`src/rtl/dac_buf_playback.sv`:
```
// Buffer-to-DAC playback engine: streams ADDR_W-addressed samples from a 1-cycle-latency
// buffer into a registered 14-bit offset-binary DAC code, with one-shot or looped playback.
module dac_buf_playback #(
  parameter int          ADDR_W   = 10,
  parameter int          DATA_W   = 12,
  parameter logic [13:0] MIDSCALE = 14'h2000
) (
  input  logic              dac_clk_i,
  input  logic              rst_n_i,
  input  logic              start_i,
  input  logic              stop_i,
  input  logic              loop_en_i,
  input  logic [ADDR_W:0]   play_len_i,
  output logic              dac_buf_rd_o,
  output logic [ADDR_W-1:0] dac_buf_addr_o,
  input  logic [DATA_W-1:0] dac_buf_data_i,
  output logic [13:0]       dac_ch1_data_o,
  output logic              dac_valid_o,
  output logic              busy_o,
  output logic              done_o,
  output logic [7:0]        loop_cnt_o
);

  typedef enum logic [1:0] {IDLE, RUN, DRAIN} state_t;

  state_t            state_q, state_d;
  logic [ADDR_W-1:0] addr_q, addr_d;
  logic              rd_q, rd_d;
  logic [ADDR_W:0]   len_q, len_d;
  logic              loop_q, loop_d;
  logic [7:0]        cnt_q, cnt_d;
  logic              drain_q, drain_d;
  logic              done_q, done_d;
  logic [1:0]        vld_pipe_q;
  logic [13:0]       data_q;
  logic              last;
  logic              flush;

  // len_q is one bit wider than the address so a full-buffer length is representable
  assign last  = ({1'b0, addr_q} == (len_q - (ADDR_W+1)'(1)));
  assign flush = stop_i && (state_q != IDLE);

  always_comb begin
    state_d = state_q;
    addr_d  = addr_q;
    rd_d    = 1'b0;
    len_d   = len_q;
    loop_d  = loop_q;
    cnt_d   = cnt_q;
    drain_d = 1'b0;
    done_d  = 1'b0;
    unique case (state_q)
      IDLE: begin
        addr_d = '0;
        if (start_i && !stop_i && (play_len_i != '0)) begin
          state_d = RUN;
          rd_d    = 1'b1;
          len_d   = play_len_i;
          loop_d  = loop_en_i;
          cnt_d   = '0;
        end
      end
      RUN: begin
        if (stop_i) begin
          state_d = IDLE;
          addr_d  = '0;
        end else if (last) begin
          if (loop_q) begin
            addr_d = '0;
            rd_d   = 1'b1;
            cnt_d  = cnt_q + 8'd1;
          end else begin
            state_d = DRAIN;
          end
        end else begin
          addr_d = addr_q + ADDR_W'(1);
          rd_d   = 1'b1;
        end
      end
      DRAIN: begin
        if (stop_i) begin
          state_d = IDLE;
          addr_d  = '0;
        end else if (drain_q) begin
          state_d = IDLE;
          addr_d  = '0;
          done_d  = 1'b1;
        end else begin
          drain_d = 1'b1;
        end
      end
      default: state_d = IDLE;
    endcase
  end

  always_ff @(posedge dac_clk_i) begin
    if (!rst_n_i) begin
      state_q <= IDLE;
      addr_q  <= '0;
      rd_q    <= 1'b0;
      len_q   <= '0;
      loop_q  <= 1'b0;
      cnt_q   <= '0;
      drain_q <= 1'b0;
      done_q  <= 1'b0;
    end else begin
      state_q <= state_d;
      addr_q  <= addr_d;
      rd_q    <= rd_d;
      len_q   <= len_d;
      loop_q  <= loop_d;
      cnt_q   <= cnt_d;
      drain_q <= drain_d;
      done_q  <= done_d;
    end
  end

  // vld_pipe_q[0] marks buffer data arriving this cycle; an abort drops anything in flight
  always_ff @(posedge dac_clk_i) begin
    if (!rst_n_i || flush) begin
      vld_pipe_q <= '0;
      data_q     <= MIDSCALE;
    end else begin
      vld_pipe_q <= {vld_pipe_q[0], rd_q};
      data_q     <= vld_pipe_q[0] ? (14'(dac_buf_data_i) << (14 - DATA_W)) : MIDSCALE;
    end
  end

  assign dac_buf_rd_o   = rd_q;
  assign dac_buf_addr_o = addr_q;
  assign dac_ch1_data_o = data_q;
  assign dac_valid_o    = vld_pipe_q[1];
  assign busy_o         = (state_q != IDLE);
  assign done_o         = done_q;
  assign loop_cnt_o     = cnt_q;

endmodule
```
`config.mk`:
```
export PLATFORM = sky130hd
export DESIGN_NAME = dac_buf_playback
export DESIGN_NICKNAME = d
export VERILOG_FILES = /design/src/rtl/dac_buf_playback.sv
export SDC_FILE = /design/constraint.sdc
export NUM_CORES = 1
export LEC_CHECK = 0
export CAP_MARGIN = 20
export CORE_UTILIZATION = 35
export CTS_BUF_LIST = sky130_fd_sc_hd__clkbuf_8 sky130_fd_sc_hd__clkbuf_16
export DETAILED_ROUTE_END_ITERATION = 16
export PLACE_DENSITY = 0.64
export SLEW_MARGIN = 20
export SYNTH_ARGS = -nofsm -noshare
export SYNTH_HDL_FRONTEND = slang
export SYNTH_SLANG_ARGS = --single-unit
```
`constraint.sdc`:
```
create_clock -name dac_clk_i -period 3.2 [get_ports dac_clk_i]
set_input_delay 0.48 -clock dac_clk_i [delete_from_list [all_inputs] [get_ports dac_clk_i]]
set_output_delay 0.48 -clock dac_clk_i [all_outputs]
set_load 0.05 [all_outputs]
```
* Yosys cells after proc, flatten, opt, wreduce, memory -nomap -nowiden *
Cells that the tools add are included.

storage, ports and cells
  word-level logic and storage cells = 70
  output and inout bits = 36
  input bits = 28
  bits in registers = 51

operators by class
  reduce and logical (&&, ||, !) cells = 17
  bitwise gates (word level) = 3
  add/sub/neg operators = 3
  equality and inequality tests = 11
  multiplexer cells = 25

operator list
  kind                                                 count
  two-way mux 10 bit                                   5
  two-way mux 8 bit                                    4
  case mux 10 bit (3 select lines)                     1
  case mux 8 bit (2 select lines)                      1
  two-way mux 2 bit                                    6
  == test 10 x 11 -> 1 bit                             1
  nonzero test 11 bit                                  1
  subtractor 11 x 1 -> 11 bit (second input constant)  1
  adder 10 x 1 -> 10 bit (second input constant)       1
  inequality test 3 bit (second input constant)        3
  adder 8 x 1 -> 8 bit (second input constant)         1
  inequality test 2 bit (second input constant)        4
  two-way mux 1 bit                                    6
  case mux 2 bit (3 select lines)                      1
  AND reduction 5 bit                                  1
  inequality test 4 bit (second input constant)        1
  AND reduction 4 bit                                  1
  nonzero test 2 bit                                   2
  logical AND 1 bit                                    3
  inverter 1 bit                                       3
  AND reduction 3 bit                                  1
  nonzero test 3 bit                                   1
  OR reduction 3 bit                                   1
  == test 2 x 1 -> 1 bit (second input constant)       1
  other kinds (7)                                      8

* Longest topological paths before layout *
Gate-level depths: netlist of the first run.

  word-level depth = 5
  gate-level depth with buffers = 11
  gate-level depth less buffers = 9

* Worst setup path before layout of the first run *
No wires, ideal clock.

  kind = register to register
  start = register addr_q[3] (netlist: dac_buf_addr_o[3])
  end = register cnt_q[6] (netlist: loop_cnt_o[6])
  period minus slack after synthesis = 2.646 ns
  slack = 0.554 ns
  library setup time = 0.061 ns
  data required time = 3.139 ns
  arrival time = 2.585 ns
  cell stages (with the launch flop) = 9
  cell sequence = dfxtp_1 xnor2_1 xnor2_1 or3_4 a2111oi_4 nand4_1 buf_2 a2111o_1 nand2_1

between the ends
  word-level cells in the longest chain between the ends = 3

ends and longest elaborated chain
  element                          line  source
  start: declaration               27    logic [ADDR_W-1:0] addr_q, addr_d;
  start signal: assignment         108   addr_q <= addr_d;
  == test 10 x 11 -> 1 bit         40    assign last = ({1'b0, addr_q} == (len_q - (ADDR_W+1)'(1)));
  inequality test 2 bit (no line)  n/a
  AND reduction 5 bit (no line)    n/a
  end signal: assignment           112   cnt_q <= cnt_d;
  end: declaration                 31    logic [7:0] cnt_q, cnt_d;

No other way between the ends.
A chain may end at the register's enable or synchronous reset.

* Worst setup path after layout of the first run *
  start = register len_q[0]
  end = register addr_q[9] (netlist: dac_buf_addr_o[9])

between the ends
  word-level cells in the longest chain between the ends = 5
  elaborated cells between the ends (all ways) = 7

ends and longest elaborated chain
  element                           line  source
  start: declaration                29    logic [ADDR_W:0] len_q, len_d;
  start signal: assignment          110   len_q <= len_d;
  subtractor 11 x 1 -> 11 bit (*)   40
  == test 10 x 11 -> 1 bit (*)      40
  two-way mux 10 bit                67    end else if (last) begin
  two-way mux 10 bit                64    if (stop_i) begin
  case mux 10 bit (3 select lines)  52    unique case (state_q)

Every way passes the cells marked *; elsewhere a longest branch is shown, timed or not.

==> metrics.txt, run 1 <==
Max Cap Violations=0; Clock Sinks=49; Sw Share=0.272; GP Congestion=0.829; Clk network pwr share=0.328; part of the power in registers=0.529; fmax=364 MHz; CTS HTree Levels=2; post-CTS sizing=0; Post-Syn Instances=280; worst-margin pin slew=744 ps; most common cell after layout, fill and taps aside=clkdlybuf4s50_1; routed wire length=5840 microns; initial antenna violation count=0; endpoints failing setup=0; total track usage=0.167; dpl hpwl=4250 microns; crit path launch type=flop; drt via density=5.25; slew margin rel.=0.498; commonest non-fill, non-tap cells in the layout=clkdlybuf4s50_1 (61), dfxtp_1 (49), nand2_1 (47); async set-reset flop share out of synthesis=0; layout cell share with drive strength beyond 1=0.0499; hold crit path type=reg -> reg; Comb pwr share=0.143; final instance area=3160 sq um; Synth Register Bits=49; Post-Place Cell Area=3060 sq um; DRT antenna net count=0; violated checks=DRC; cts hold-fix bufs=0; Critical Path AT=2940 ps; drt drc=5; Yosys cell types=48; Post-synth EDFFs=0; pin count of the biggest net entering global routing=28; critical path type=reg -> reg; Clk Latency, worst-skew pair=310 ps; Starting DRT DRC Count=141; grt total ovfl=0; Root Driver=clkbuf_8; WHS=463 ps; Clk pin slew, worst setup/hold paths=90 ps; Seq/Total Area, Yosys=0.412; Worst Path Required=3390 ps; # diodes=0; Avg Cell Area, Syn=8.49 sq um; Net Switching=0.000327 W; CP max FO=10; flop2flop setup slack=450 ps; die height=84.4 microns; first-pass GRT wire length=9540 microns; drt pass-1 iters=10; synth warn=0; setup bufs post-CTS=0; Setup TNS=0 ps; IO Count=64; DR vias=2196; minimum clock period=2750 ps; Initial Utilization=0.368; synthesized area=2380 sq um; Die ar.=7130 sq um; Worst VDD drop=216 uV; Core Region=6460 sq um; crit path capture type=flop; status=complete, but fails checks; skew final=8.35 ps; # rows=29; pwr dens=380 nW/um^2; Static Leakage=1.13 nW; Tcrit/Tclk final=0.860; P_int=0.000875 W; wire per inst=14.0 microns; nets@finish=371; vias in the first global route=1990; area grow syn2layout=32.8%; RSZ-0062 raised after global routing=false; Max Slew Vio Count=0; die width=84.4 microns; CTS buffer count=5; number of I/O port buffers=61; CTS max path bufs=2; CTS tree=done; ys flop type=dfxtp_1; final hold violations=0
-- cell usage after synthesis (4+ instances only) --
cell       count  area (sq um)
a2111o_1       5          56.3
a21boi_0       5          37.5
a21oi_1       19          95.1
and2_1        13          81.3
clkbuf_1       8          30.0
dfxtp_1       49           981
inv_1          7          26.3
nand2_1       47           176
nand2b_1      10          62.6
nand3_1       13          65.1
nand4_1        4          25.0
nor2_1        10          37.5
nor3_1         9          45.0
o2111ai_1      6          52.6
o21ai_0        9          45.0
o32ai_1        5          43.8
xnor2_1        5          43.8
xor2_1         7          61.3
-- power groups by stage --
stage                     clock (W)  sequential [W]  combinational [W]
final                      0.000394        0.000636           0.000171
after global routing       0.000426        0.000639           0.000187
after floorplan                   0        0.000658          0.0000991
after detailed placement          0        0.000651           0.000171
after global placement            0        0.000650           0.000170
after CTS                  0.000408        0.000637           0.000172
-- cells by family after synthesis --
kind of cell | share of synthesized area
AND/OR/NAND/NOR | 0.285
AO/OA/AOI/OAI | 0.193
flip-flops | 0.412
buffers and inverters | 0.0394
XOR/XNOR | 0.0442
adder cells (fa/ha/maj) | 0.0158
multiplexers | 0.00842
other | 0.00158
-- area by class of cell --
type / count / area (sq um)
clock inverter: 2 / 13.8
tap: 77 / 96.3
multi-input combinational: 210 / 1310
inverter: 8 / 30.0
sequential: 49 / 981
clock buffer: 6 / 82.6
timing repair buffer: 66 / 648
fill: 665 / 3300
-- stage by stage --
step                power, W   util  setup WS (ps)  instances
global route         0.00125  0.489            230        418
floorplan           0.000757      -            554        281
finish               0.00120  0.489            449        418
global placement    0.000820  0.474            538        410
detailed placement  0.000822  0.474            465        410
CTS                  0.00122  0.489            429        418
-- critical path, cell delays in order, from the launching register on --
cell,delay [ps]
dfxtp_1,400
inv_1,90
ha_1,260
nor3b_1,390
nor3_1,120
a31oi_1,280
a2111oi_4,110
a41oi_1,640
a21boi_0,250
o32ai_1,100
-- state kept, by name (all words and copies together), names as in the netlist --
signal          count
dac_ch1_data_o     12
drain_q             1
done_o              1
dac_buf_rd_o        1
vld_pipe_q          2
len_q              11
state_q             2
dac_buf_addr_o     10
loop_cnt_o          8
loop_q              1
-- worst paths after layout --
check                 from                 to  cells after the start
setup / recovery  len_q[0]  dac_buf_addr_o[9]                      9
hold / removal     drain_q            drain_q                      1
setup reg to reg  len_q[0]  dac_buf_addr_o[9]                      9
hold reg to reg    drain_q            drain_q                      1
-- layer usage --
metal | track usage | share of wire | routed length, microns | vias up
li1 | - | - | - | 1124
met1 | 0.210 | 0.47 | 2750 | 1023
met2 | 0.291 | 0.48 | 2820 | 43
met3 | 0.0315 | 0.036 | 208 | 6
met4 | 0.0508 | 0.011 | 67 | 0
met5 | 0 | 0 | 0 | -
Note: power is estimated with default switching activity, not from simulation.
==> inputs of run 2 (changes only) <==
- GPL_ROUTABILITY_DRIVEN: not set -> 0
==> results of run 2 <==
Same layout as run 1: the final DEF is identical, and so are final timing and power.
